--- config.mk ---
export PLATFORM = sky130hd
export DESIGN_NAME = if_id_stage
export DESIGN_NICKNAME = d
export VERILOG_FILES = /design/src/rtl/if_id_stage.sv
export SDC_FILE = /design/constraint.sdc
export NUM_CORES = 1
export LEC_CHECK = 0
export ABC_AREA = 1
export CORE_ASPECT_RATIO = 0.6
export CORE_MARGIN = 2
export CORE_UTILIZATION = 60
export DETAILED_ROUTE_END_ITERATION = 8
export DONT_BUFFER_PORTS = 1
export PLACE_DENSITY = 0.76
export SYNTH_ARGS = -nofsm -noshare
export SYNTH_HDL_FRONTEND = slang
export SYNTH_SLANG_ARGS = --single-unit
--- constraint.sdc ---
create_clock -name i_clk -period 2.1 [get_ports i_clk]
set_input_delay 0.21 -clock i_clk [delete_from_list [all_inputs] [get_ports i_clk]]
set_output_delay 0.21 -clock i_clk [all_outputs]
set_load 0.03 [all_outputs]
--- src/rtl/if_id_stage.sv ---
// IF stage next-PC selection plus the IF/ID pipeline register.
// Define IF_ID_PERF_EN to add stall/flush performance counters (o_stall_cnt, o_flush_cnt).
module if_id_stage (
  input  logic        i_clk,
  input  logic        i_rst,
  input  logic [31:0] i_pc,
  input  logic [31:0] i_instr,
  input  logic        i_ifidwrite,
  input  logic        i_flush,
  input  logic        i_jump,
  input  logic        i_branch_taken,
  output logic [31:0] o_next_pc,
  output logic [31:0] o_pc_plus4,
  output logic [31:0] o_instr,
  output logic        o_valid
`ifdef IF_ID_PERF_EN
  ,
  output logic [31:0] o_stall_cnt,
  output logic [31:0] o_flush_cnt
`endif
);

  logic [31:0] pc_plus4;
  logic [31:0] branch_off;
  logic [31:0] branch_target;
  logic [31:0] jump_target;

  assign pc_plus4      = i_pc + 32'd4;
  // Branch and jump targets come from the instruction already sitting in ID.
  assign branch_off    = {{14{o_instr[15]}}, o_instr[15:0], 2'b00};
  assign branch_target = o_pc_plus4 + branch_off;
  assign jump_target   = {o_pc_plus4[31:28], o_instr[25:0], 2'b00};

  always_comb begin
    o_next_pc = pc_plus4;
    if (i_jump) begin
      o_next_pc = jump_target;
    end else if (i_branch_taken) begin
      o_next_pc = branch_target;
    end
  end

  always_ff @(posedge i_clk) begin
    if (i_rst) begin
      o_pc_plus4 <= 32'h0;
      o_instr    <= 32'h0;
      o_valid    <= 1'b0;
    end else if (i_flush) begin
      o_pc_plus4 <= pc_plus4;
      o_instr    <= 32'h0;
      o_valid    <= 1'b0;
    end else if (i_ifidwrite) begin
      o_pc_plus4 <= pc_plus4;
      o_instr    <= i_instr;
      o_valid    <= 1'b1;
    end
  end

`ifdef IF_ID_PERF_EN
  always_ff @(posedge i_clk) begin
    if (i_rst) begin
      o_stall_cnt <= 32'h0;
      o_flush_cnt <= 32'h0;
    end else begin
      // A flush takes precedence, so a flushed stall cycle is not a stall.
      if (i_flush) begin
        o_flush_cnt <= o_flush_cnt + 32'd1;
      end else if (!i_ifidwrite) begin
        o_stall_cnt <= o_stall_cnt + 32'd1;
      end
    end
  end
`endif

endmodule

==> results.json, run 1 <==
{
  "result_of_the_run": "stopped before the end",
  "outcome.stop_stage": "global routing (5_1_grt)",
  "toolErrorMsg": "[ERROR GRT-0232] Routing congestion too high. Check the congestion heatmap in the GUI.",
  "synth.distinct_cells": 37,
  "dieHeight_um": 80.7,
  "routabilityCongestion": 0.999,
  "grt_antenna_before_repair": 5,
  "synth_edf_count": 0,
  "clock_sinks": 65,
  "grt_use_total_pct": 90.4,
  "synth_ff_type": "sky130_fd_sc_hd__dfxtp_1",
  "largest_net_degree_at_the_start_of_global_routing": 39,
  "dp.final_hpwl_mm": 17.6,
  "worstEpCategory": "output port",
  "horizontal_die_dimension_um": 132,
  "netlist_area_sq_mm": 0.00589,
  "mappedNetlistNets": 1128,
  "postGrtWorstEndpoint": "o_next_pc[30]",
  "yosysSeqAreaShare_pct": 22.1,
  "io_pins": 167,
  "placed_cells": 1248,
  "netlist_instances": 1027,
  "overflow": 237,
  "io_buffer_count": 0,
  "ctsLongestPathBuffers": 2,
  "cts_root_buf": "sky130_fd_sc_hd__clkbuf_16",
  "synth.ff_latch_count": 65,
  "floorplan.initialDensity_pct": 62.9,
  "postSynth.asyncResetShare_pct": 0,
  "synth.avg_cell_area_sq_um": 5.73,
  "cts_buffers": 9,
  "row_count": 27,
  "yosysWarnings": 0,
  "ctsHtreeMaxLevel": 3
}
[cells in the mapped netlist, types with 5 or more instances]
master                       n  area [sq um]
sky130_fd_sc_hd__nand2_1   345          1290
sky130_fd_sc_hd__inv_1     137           514
sky130_fd_sc_hd__nor2_1    101           379
sky130_fd_sc_hd__nand3_1    80           400
sky130_fd_sc_hd__a21oi_1    66           330
sky130_fd_sc_hd__dfxtp_1    65          1300
sky130_fd_sc_hd__o21ai_0    52           260
sky130_fd_sc_hd__ha_1       30           375
sky130_fd_sc_hd__clkbuf_1   25          93.8
sky130_fd_sc_hd__xor2_1     17           149
sky130_fd_sc_hd__o211ai_1   15           113
sky130_fd_sc_hd__nand4_1    11          68.8
sky130_fd_sc_hd__nand3b_1    9          67.6
sky130_fd_sc_hd__nor3_1      8          40.0
sky130_fd_sc_hd__nor2_2      7          43.8
sky130_fd_sc_hd__nor3_2      7          70.1
sky130_fd_sc_hd__xnor2_1     7          61.3
sky130_fd_sc_hd__o21bai_1    6          45.0
sky130_fd_sc_hd__or2_1       5          31.3
[cell families after synthesis]
kind of cell / synth area share (%)
compound gates: 13.9
xor+xnor: 3.57
fa+ha+maj: 6.71
buf+inv: 11.2
flops: 22.1
simple gates: 42.6
[layer usage]
metal	overflow	track usage, %
met5	4	64.4
met4	66	96.1
met3	17	80.3
met2	130	105
met1	20	86.2
[what timing repair did]
action                                 4_1_cts
endpoints found under the hold margin        2
pin swaps                                   34
hold buffers                                 2
setup endpoints to repair                   28
resized for setup                          133
setup buffers                                4
[per-stage QoR]
step	setup slack [ns]	hold WS [ns]	setup TNS [ns]	cell area (sq um)
CTS	-0.434	0.00214	-8.03	7990
detailed placement	-0.155	0.304	-1.54	7070
global placement	-0.111	0.299	-1.07	7070
floorplan	0.00150	0.293	0	5930
==> run 2, diff against run 1 <==
- CORE_ASPECT_RATIO: 0.6 -> not set
- CORE_UTILIZATION: 60 -> 40
- PLACE_DENSITY: 0.76 -> not set
- PLACE_DENSITY_LB_ADDON: not set -> 0.15
==> results.json, run 2 <==
{
  "row_count": 44,
  "power_density_over_cell_area_mw_per_mm2": 491,
  "grt_antenna_before_repair": 0,
  "floorplan.initialDensity_pct": 40.7,
  "dp_slack_ns": -0.136,
  "routabilityCongestion": 1.01,
  "post_synth_and_or_nand_nor_area_fraction_pct": 42.6,
  "netlist_area_sq_mm": 0.00589,
  "dieHeight_um": 125,
  "pwr-share-clk_pct": 33.5,
  "clock-skew-final_ns": 0,
  "yosys-top-cells-count": "345 x sky130_fd_sc_hd__nand2_1, 137 x sky130_fd_sc_hd__inv_1, 101 x sky130_fd_sc_hd__nor2_1",
  "post_dp_cell_area_sq_mm": 0.00728,
  "dp.final_hpwl_mm": 17.9,
  "io_pins": 167,
  "synth.ff_latch_count": 65,
  "synth_compound_area_share_pct": 13.9,
  "power.share.switching_pct": 36.2,
  "maxCapViolations": 0,
  "io_buffer_count": 0,
  "drc_errors": 0,
  "timing.critical_path.from_type": "flop",
  "largest_net_degree_at_the_start_of_global_routing": 50,
  "postSynth.asyncResetShare_pct": 0,
  "clk_pin_slew_worst_paths_ns": 0.06,
  "multi_input_area_sq_mm": 0.00524,
  "synth.avg_cell_area_sq_um": 5.73,
  "synth_largest_type_area_fraction_pct": 22.1,
  "grt_use_total_pct": 30.1,
  "critical_path_arrival_ns": 2.38,
  "layout_top_registers": "o_instr: 32 flops, o_pc_plus4: 32 flops, o_valid: 1 flops",
  "timing.final.crit_share_pct": 123,
  "max_vdd_drop_mv": 0.395,
  "post-route-min-period_ns": 2.59,
  "layout-drive-gt1-share_pct": 39.0,
  "critical_path.n_buffers_inverters": 3,
  "unrepaired_setup_endpoints_after_global_routing": "true",
  "overflow": 0,
  "ctsLongestPathBuffers": 2,
  "grt_pass1_wl_mm": 37.5,
  "insertedDiodeCount": 0,
  "detail_route.wl_per_cell_um": 18.6,
  "switchingPower_mw": 1.64,
  "fin_worst_setup_slack_ns": -0.491,
  "timing_max_transition_violations_final": 0,
  "critPathMaxFanout": 8,
  "criticalPathCategory": "reg -> out",
  "fillers": 1251,
  "worst-endpoint-required_ns": 1.89,
  "postRouteWirelength_mm": 25.3,
  "vias_post_dr": 7478,
  "final_design_area_no_fill_sq_mm": 0.00923,
  "power.internal_mw": 2.89,
  "max_slew_margin_pct": 59.3,
  "critical_path.cell_chain": "buf_12, ha_4, nand2_4, nor2_4, inv_1, o21ai_1, nand2_1, nand4_1, nand3_2, nand2_2, nand2_2, buf_12",
  "floorplan_die_area_sq_mm": 0.0157,
  "routed.top_layer": "met4",
  "met2_routed_length_mm": 11.6,
  "finalSetupTns_ns": -9.56,
  "achievable-frequency_mhz": 386,
  "core_area_sq_mm": 0.0145,
  "tritoncts_clock_tree": "built",
  "cts_buffers": 9,
  "synth_ff_type": "sky130_fd_sc_hd__dfxtp_1",
  "critical-path-slowest-cell": "sky130_fd_sc_hd__dfxtp_4",
  "met3WireLength_mm": 2.26,
  "sequential_cell_area_sq_mm": 0.00135,
  "grt_pass1_vias": 6980,
  "final_cell_mix": "248 x sky130_fd_sc_hd__nand2_1, 124 x sky130_fd_sc_hd__inv_1, 120 x sky130_fd_sc_hd__buf_4",
  "pwr-share-comb_pct": 35.5,
  "drt_pre_antenna_iters": 7,
  "adder_and_majority_gate_portion_of_the_synthesized_area_pct": 6.71,
  "main_combinational_cell_family_by_area_after_synthesis": "simple AND/OR/NAND/NOR gates",
  "yosysSeqAreaShare_pct": 22.1,
  "final_net_count": 1272,
  "clock_sinks": 65,
  "cts_root_buf": "sky130_fd_sc_hd__clkbuf_16",
  "synth_edf_count": 0,
  "setup-violations-final": 28,
  "commonest_non_fill_non_tap_cell_in_the_layout": "sky130_fd_sc_hd__nand2_1",
  "crit_path_end_kind": "output pin",
  "timing_worst_slew_pin_value_ns": 0.610,
  "mappedNetlistNets": 1128,
  "worst_hold_slack_ns": -0.00102,
  "length_of_routed_wiring_on_met1_mm": 10.4,
  "post_synth_mux_area_share_pct": 0,
  "synth.distinct_cells": 37,
  "p_total_mw": 4.54,
  "area_growth_syn_to_fin_pct": 56.7,
  "final_hold_viol_count": 3,
  "yosys.cell_count.top_type": "sky130_fd_sc_hd__nand2_1",
  "detailedRoute.firstIterationViolations": 544,
  "yosysWarnings": 0,
  "clk-insertion-delay-late_ns": 0.35,
  "post_synthesis_share_of_cell_area_spent_on_xor_and_xnor_gates_pct": 3.57,
  "violations": "hold timing, setup timing",
  "ctsHtreeMaxLevel": 3,
  "cp_top_family": "simple AND/OR/NAND/NOR gates",
  "result_of_the_run": "finished, violations left",
  "share_seq_of_total_power_pct": 31.0,
  "cell_leakage_power_nw": 4.48,
  "netlist_instances": 1027,
  "drt-vias-per-instance": 5.50,
  "ys_top_cells_by_area": "sky130_fd_sc_hd__dfxtp_1 22%, sky130_fd_sc_hd__nand2_1 22%, sky130_fd_sc_hd__inv_1 8.7%",
  "min-delay-path-class": "in -> reg",
  "synth_largest_area_cell": "sky130_fd_sc_hd__dfxtp_1",
  "highest_cell_delay_on_the_worst_timing_path_ns": 0.40,
  "horizontal_die_dimension_um": 125,
  "detail-route-antenna-nets": 0
}
-- run 2: path summary, 6_finish.rpt --
path | from | to | slack (ns) | depth (start not counted)
hold reg to reg | o_instr[30] | o_instr[30] | 0.61 | 2
hold / removal | i_instr[14] | o_instr[14] | -0.001 | 2
setup / recovery | o_instr[15] | o_next_pc[28] | -0.49 | 12
setup reg to reg | o_instr[15] | o_instr[15] | 1.04 | 4
-- run 2: repair_timing --
action,CTS,global route
hold endpoints to repair,12,0
gates cloned,0,0
gates resized for setup,217,127
setup buffers,11,13
hold buffers,5,0
pin swaps,84,87
setup endpoints to repair,27,28
-- run 2: layout make-up --
cell class	instances	share of cell area, %
clock buffers	9	2.44
clock inverters	7	0.773
inverters	143	5.92
multi-input cells	788	56.8
flip-flops and latches	65	14.6
well taps	184	2.49
repair buffers	164	17.0
-- run 2: power groups by stage --
stage          registers, mW  clock network [mW]  logic, mW
6_report                1.41                1.52       1.61
5_1_grt                 1.41                1.57       1.70
3_3_place_gp            1.41                   0       1.26
3_5_place_dp            1.41                   0       1.26
4_1_cts                 1.40                1.54       1.45
2_1_floorplan           1.51                   0      0.644
-- run 2: kinds of logic (layout without fill, tap and decap cells) --
group / after synthesis / after routing
xor+xnor: 24 / 24
flops: 65 / 65
simple gates: 584 / 584
buf+inv: 174 / 323
compound gates: 149 / 149
fa+ha+maj: 31 / 31
-- run 2: routing by layer --
layer | global-route usage [%] | up-vias
li1 | - | 3560
met2 | 49.2 | 322
met3 | 7.19 | 80
met5 | 0 | -
met1 | 39.1 | 3516
met4 | 10.1 | 0
-- run 2: stage by stage --
step	util (%)	std cells
CTS	59.7	1347
detailed placement	50.3	1315
global route	63.7	1360
floorplan	-	1027
global placement	50.3	1315
finish	63.7	1360
No activity file was read; power rests on OpenSTA's default activity.
==> run 3, diff against run 2 <==
- CORE_ASPECT_RATIO: not set -> 1.75
==> results.json, run 3 (synthesized netlist as in run 2, its figures left out) <==
{
  "drt-vias-per-instance": 5.46,
  "timing_worst_slew_pin_value_ns": 0.777,
  "vias_post_dr": 7413,
  "drc_errors": 0,
  "critical_path_arrival_ns": 2.36,
  "floorplan_die_area_sq_mm": 0.0157,
  "maxCapViolations": 0,
  "clock_sinks": 65,
  "layout.cells.non_filler": 1357,
  "cts_buffers": 9,
  "floorplan.initialDensity_pct": 41.0,
  "grt_pass1_wl_mm": 38.2,
  "critical_path.cell_chain": "ha_4, fa_2, nand2_2, nand2_1, nand2_1, nand2_2, nand3_2, nand3b_1, nand2_1, nand2_1, nand2_1, nand3_1, nand2_1, nand2_2, buf_12",
  "grt_antenna_before_repair": 0,
  "max_vdd_drop_mv": 0.461,
  "result_of_the_run": "finished, violations left",
  "cts_root_buf": "sky130_fd_sc_hd__clkbuf_16",
  "p_total_mw": 4.65,
  "ctsHtreeMaxLevel": 3,
  "fillers": 1264,
  "largest_net_degree_at_the_start_of_global_routing": 39,
  "fin_worst_setup_slack_ns": -0.471,
  "detail_route.wl_per_cell_um": 19.1,
  "detailedRoute.firstIterationViolations": 502,
  "max_slew_margin_pct": 48.1,
  "placed_cells": 1312,
  "clk_pin_slew_worst_paths_ns": 0.07,
  "layout-drive-gt1-share_pct": 37.6,
  "grt_pass1_vias": 7305,
  "final_cell_mix": "258 x sky130_fd_sc_hd__nand2_1, 129 x sky130_fd_sc_hd__inv_1, 119 x sky130_fd_sc_hd__buf_4",
  "commonest_non_fill_non_tap_cell_in_the_layout": "sky130_fd_sc_hd__nand2_1",
  "core_area_sq_mm": 0.0144,
  "post-route-min-period_ns": 2.57,
  "setup-violations-final": 28,
  "io_pins": 167,
  "achievable-frequency_mhz": 389,
  "layout_top_registers": "o_instr: 32 flops, o_pc_plus4: 32 flops, o_valid: 1 flops",
  "criticalPathCategory": "reg -> out",
  "timing_max_transition_violations_final": 0,
  "ctsLongestPathBuffers": 2,
  "tritoncts_clock_tree": "built",
  "drt_pre_antenna_iters": 6,
  "dieHeight_um": 165,
  "violations": "setup timing",
  "io_buffer_count": 0,
  "clock-skew-final_ns": 0,
  "worst-endpoint-required_ns": 1.89,
  "routabilityCongestion": 0.962,
  "area_growth_syn_to_fin_pct": 54.7,
  "finalSetupTns_ns": -9.58,
  "detail-route-antenna-nets": 0,
  "final_hold_viol_count": 0,
  "timing.final.crit_share_pct": 122,
  "clk-insertion-delay-late_ns": 0.34,
  "crit_path_end_kind": "output pin",
  "critPathMostFrequentCell": "sky130_fd_sc_hd__nand2_1",
  "horizontal_die_dimension_um": 95.7,
  "dp.final_hpwl_mm": 19.1,
  "multi_input_area_sq_mm": 0.00512,
  "overflow": 0,
  "critical-path-slowest-cell": "sky130_fd_sc_hd__dfxtp_2",
  "unrepaired_setup_endpoints_after_global_routing": "true",
  "min-delay-path-class": "in -> reg",
  "postRouteWirelength_mm": 25.9,
  "insertedDiodeCount": 0,
  "final_net_count": 1274,
  "power_density_over_cell_area_mw_per_mm2": 510,
  "highest_cell_delay_on_the_worst_timing_path_ns": 0.34,
  "critPathMaxFanout": 4,
  "sequential_cell_area_sq_mm": 0.00135,
  "row_count": 58,
  "timing.critical_path.from_type": "flop",
  "grt_use_total_pct": 32.3,
  "cell_leakage_power_nw": 4.48
}
==> run 3: cell types whose count changed in the layout (fill, tap and decap cells not counted), sizes merged <==
cell / previous run / this run
clkinvlp: 3 / 1
bufinv: 1 / 2
dlygate4sd3: 5 / 8
inv: 140 / 142
clkinv: 6 / 4
buf: 159 / 158
==> run 3: stage by stage <==
stage	area, sq um	util, %	hold WS (ns)	setup WS, ns
after floorplan	5930	-	0.293	0.00150
after global placement	7250	50.4	0.298	-0.142
after detailed placement	7250	50.4	0.300	-0.163
after CTS	8730	60.8	0.000401	-0.493
after global routing	9110	63.4	0.00526	-0.555
final	9110	63.4	0.00385	-0.471
==> run 3: report_power, final <==
part	total, mW	internal [mW]	switching [mW]
Combinational	1.54	0.644	0.897
Sequential	1.40	1.30	0.102
Clock	1.71	1.04	0.664
==> run 3: path summary, 6_finish.rpt <==
path                       from             to  slack [ns]  cells after the start
hold reg to reg     o_instr[31]    o_instr[31]        0.62                      2
hold / removal      i_ifidwrite     o_instr[5]       0.004                      2
setup / recovery  o_pc_plus4[2]  o_next_pc[22]       -0.47                     15
setup reg to reg    o_instr[15]    o_instr[15]        1.08                      4
==> run 3: critical path, delay by kind of cell, from the launching register on <==
family                     cells  cell delay (ns)
adders and majority gates      2             0.50
DFF                            1             0.34
and+or+nand+nor               12             1.05
buffers and inverters          1             0.14
==> run 3: per-layer routing <==
layer,GRT usage [%],wire length (um)
met1,34.1,9300
met2,59.2,13500
met3,6.20,1700
met4,16.4,1450
met5,0,0
==> run 3: repair_timing <==
item | in CTS | in global routing
hold buffers | 8 | 0
pin swaps | 93 | 86
hold endpoints to repair | 8 | 0
gates resized for setup | 225 | 89
setup buffers | 18 | 5
setup endpoints to repair | 27 | 28
==> run 3: final cells by class <==
cell class | count | area share (%)
clock buffers | 9 | 2.47
inverters | 143 | 5.89
clock inverters | 6 | 1.00
well taps | 180 | 2.47
multi-input cells | 788 | 56.2
repair buffers | 166 | 17.2
flip-flops and latches | 65 | 14.8
==> run 4, diff against run 3 <==
- ABC_AREA: 1 -> not set
- CORE_UTILIZATION: 40 -> 60
==> results.json, run 4 <==
{
  "overflow": 88,
  "synth_largest_type_area_fraction_pct": 26.1,
  "result_of_the_run": "stopped before the end",
  "synth_compound_area_share_pct": 23.6,
  "adder_and_majority_gate_portion_of_the_synthesized_area_pct": 7.92,
  "io_buffer_count": 0,
  "post_synth_and_or_nand_nor_area_fraction_pct": 20.2,
  "worstEpCategory": "output port",
  "synth_ff_type": "sky130_fd_sc_hd__dfxtp_1",
  "ys_top_cells_by_area": "sky130_fd_sc_hd__dfxtp_1 26%, sky130_fd_sc_hd__nor2_1 8.6%, sky130_fd_sc_hd__ha_1 7.5%",
  "netlist_instances": 649,
  "largest_net_degree_at_the_start_of_global_routing": 59,
  "yosysWarnings": 0,
  "ctsHtreeMaxLevel": 3,
  "synth.distinct_cells": 60,
  "yosysSeqAreaShare_pct": 26.1,
  "toolErrorMsg": "[ERROR GRT-0232] Routing congestion too high. Check the congestion heatmap in the GUI.",
  "dieHeight_um": 125,
  "yosys-top-cells-count": "115 x sky130_fd_sc_hd__nor2_1, 65 x sky130_fd_sc_hd__dfxtp_1, 53 x sky130_fd_sc_hd__nand2_1",
  "routabilityCongestion": 1.07,
  "synth_largest_area_cell": "sky130_fd_sc_hd__dfxtp_1",
  "postSynth.asyncResetShare_pct": 0,
  "clock_sinks": 65,
  "cts_root_buf": "sky130_fd_sc_hd__clkbuf_16",
  "cts_buffers": 9,
  "postGrtWorstEndpoint": "o_next_pc[30]",
  "horizontal_die_dimension_um": 73.0,
  "floorplan.initialDensity_pct": 60.9,
  "synth.ff_latch_count": 65,
  "post_synth_mux_area_share_pct": 8.55,
  "ctsLongestPathBuffers": 2,
  "dp_slack_ns": -0.768,
  "row_count": 44,
  "synth_edf_count": 0,
  "grt_use_total_pct": 74.4,
  "yosys.cell_count.top_type": "sky130_fd_sc_hd__nor2_1",
  "dp.final_hpwl_mm": 14.8,
  "io_pins": 167,
  "synth.avg_cell_area_sq_um": 7.69,
  "outcome.stop_stage": "global routing (5_1_grt)",
  "placed_cells": 879,
  "netlist_area_sq_mm": 0.00499,
  "post_synthesis_share_of_cell_area_spent_on_xor_and_xnor_gates_pct": 8.25,
  "main_combinational_cell_family_by_area_after_synthesis": "compound AO/OA/AOI/OAI gates",
  "mappedNetlistNets": 750
}
==> run 4: stage by stage <==
stage | cell area (sq um) | hold slack [ns]
floorplan | 5470 | 0.295
global placement | 6760 | 0.279
detailed placement | 6760 | 0.286
CTS | 7570 | 0.00367
==> run 4: cell families after synthesis <==
| group | count (synthesis) |
|---|---|
| adders and majority gates | 31 |
| muxes | 42 |
| xor gates and xnor gates | 47 |
| DFF | 65 |
| buffers and inverters | 59 |
| and+or+nand+nor | 231 |
| AOI/OAI and AO/OA | 174 |
==> run 4: routing by layer <==
metal  global-route usage [%]  overflow
met5                     4.32         0
met4                     79.1        43
met3                     52.8         0
met2                     94.7        45
met1                     72.4         0
==> run 4: repair_timing <==
item | in CTS
hold endpoints to repair | 33
pin swaps | 42
gates resized for setup | 95
buffers inserted | 16
hold buffers | 3
endpoints found under the setup margin | 28
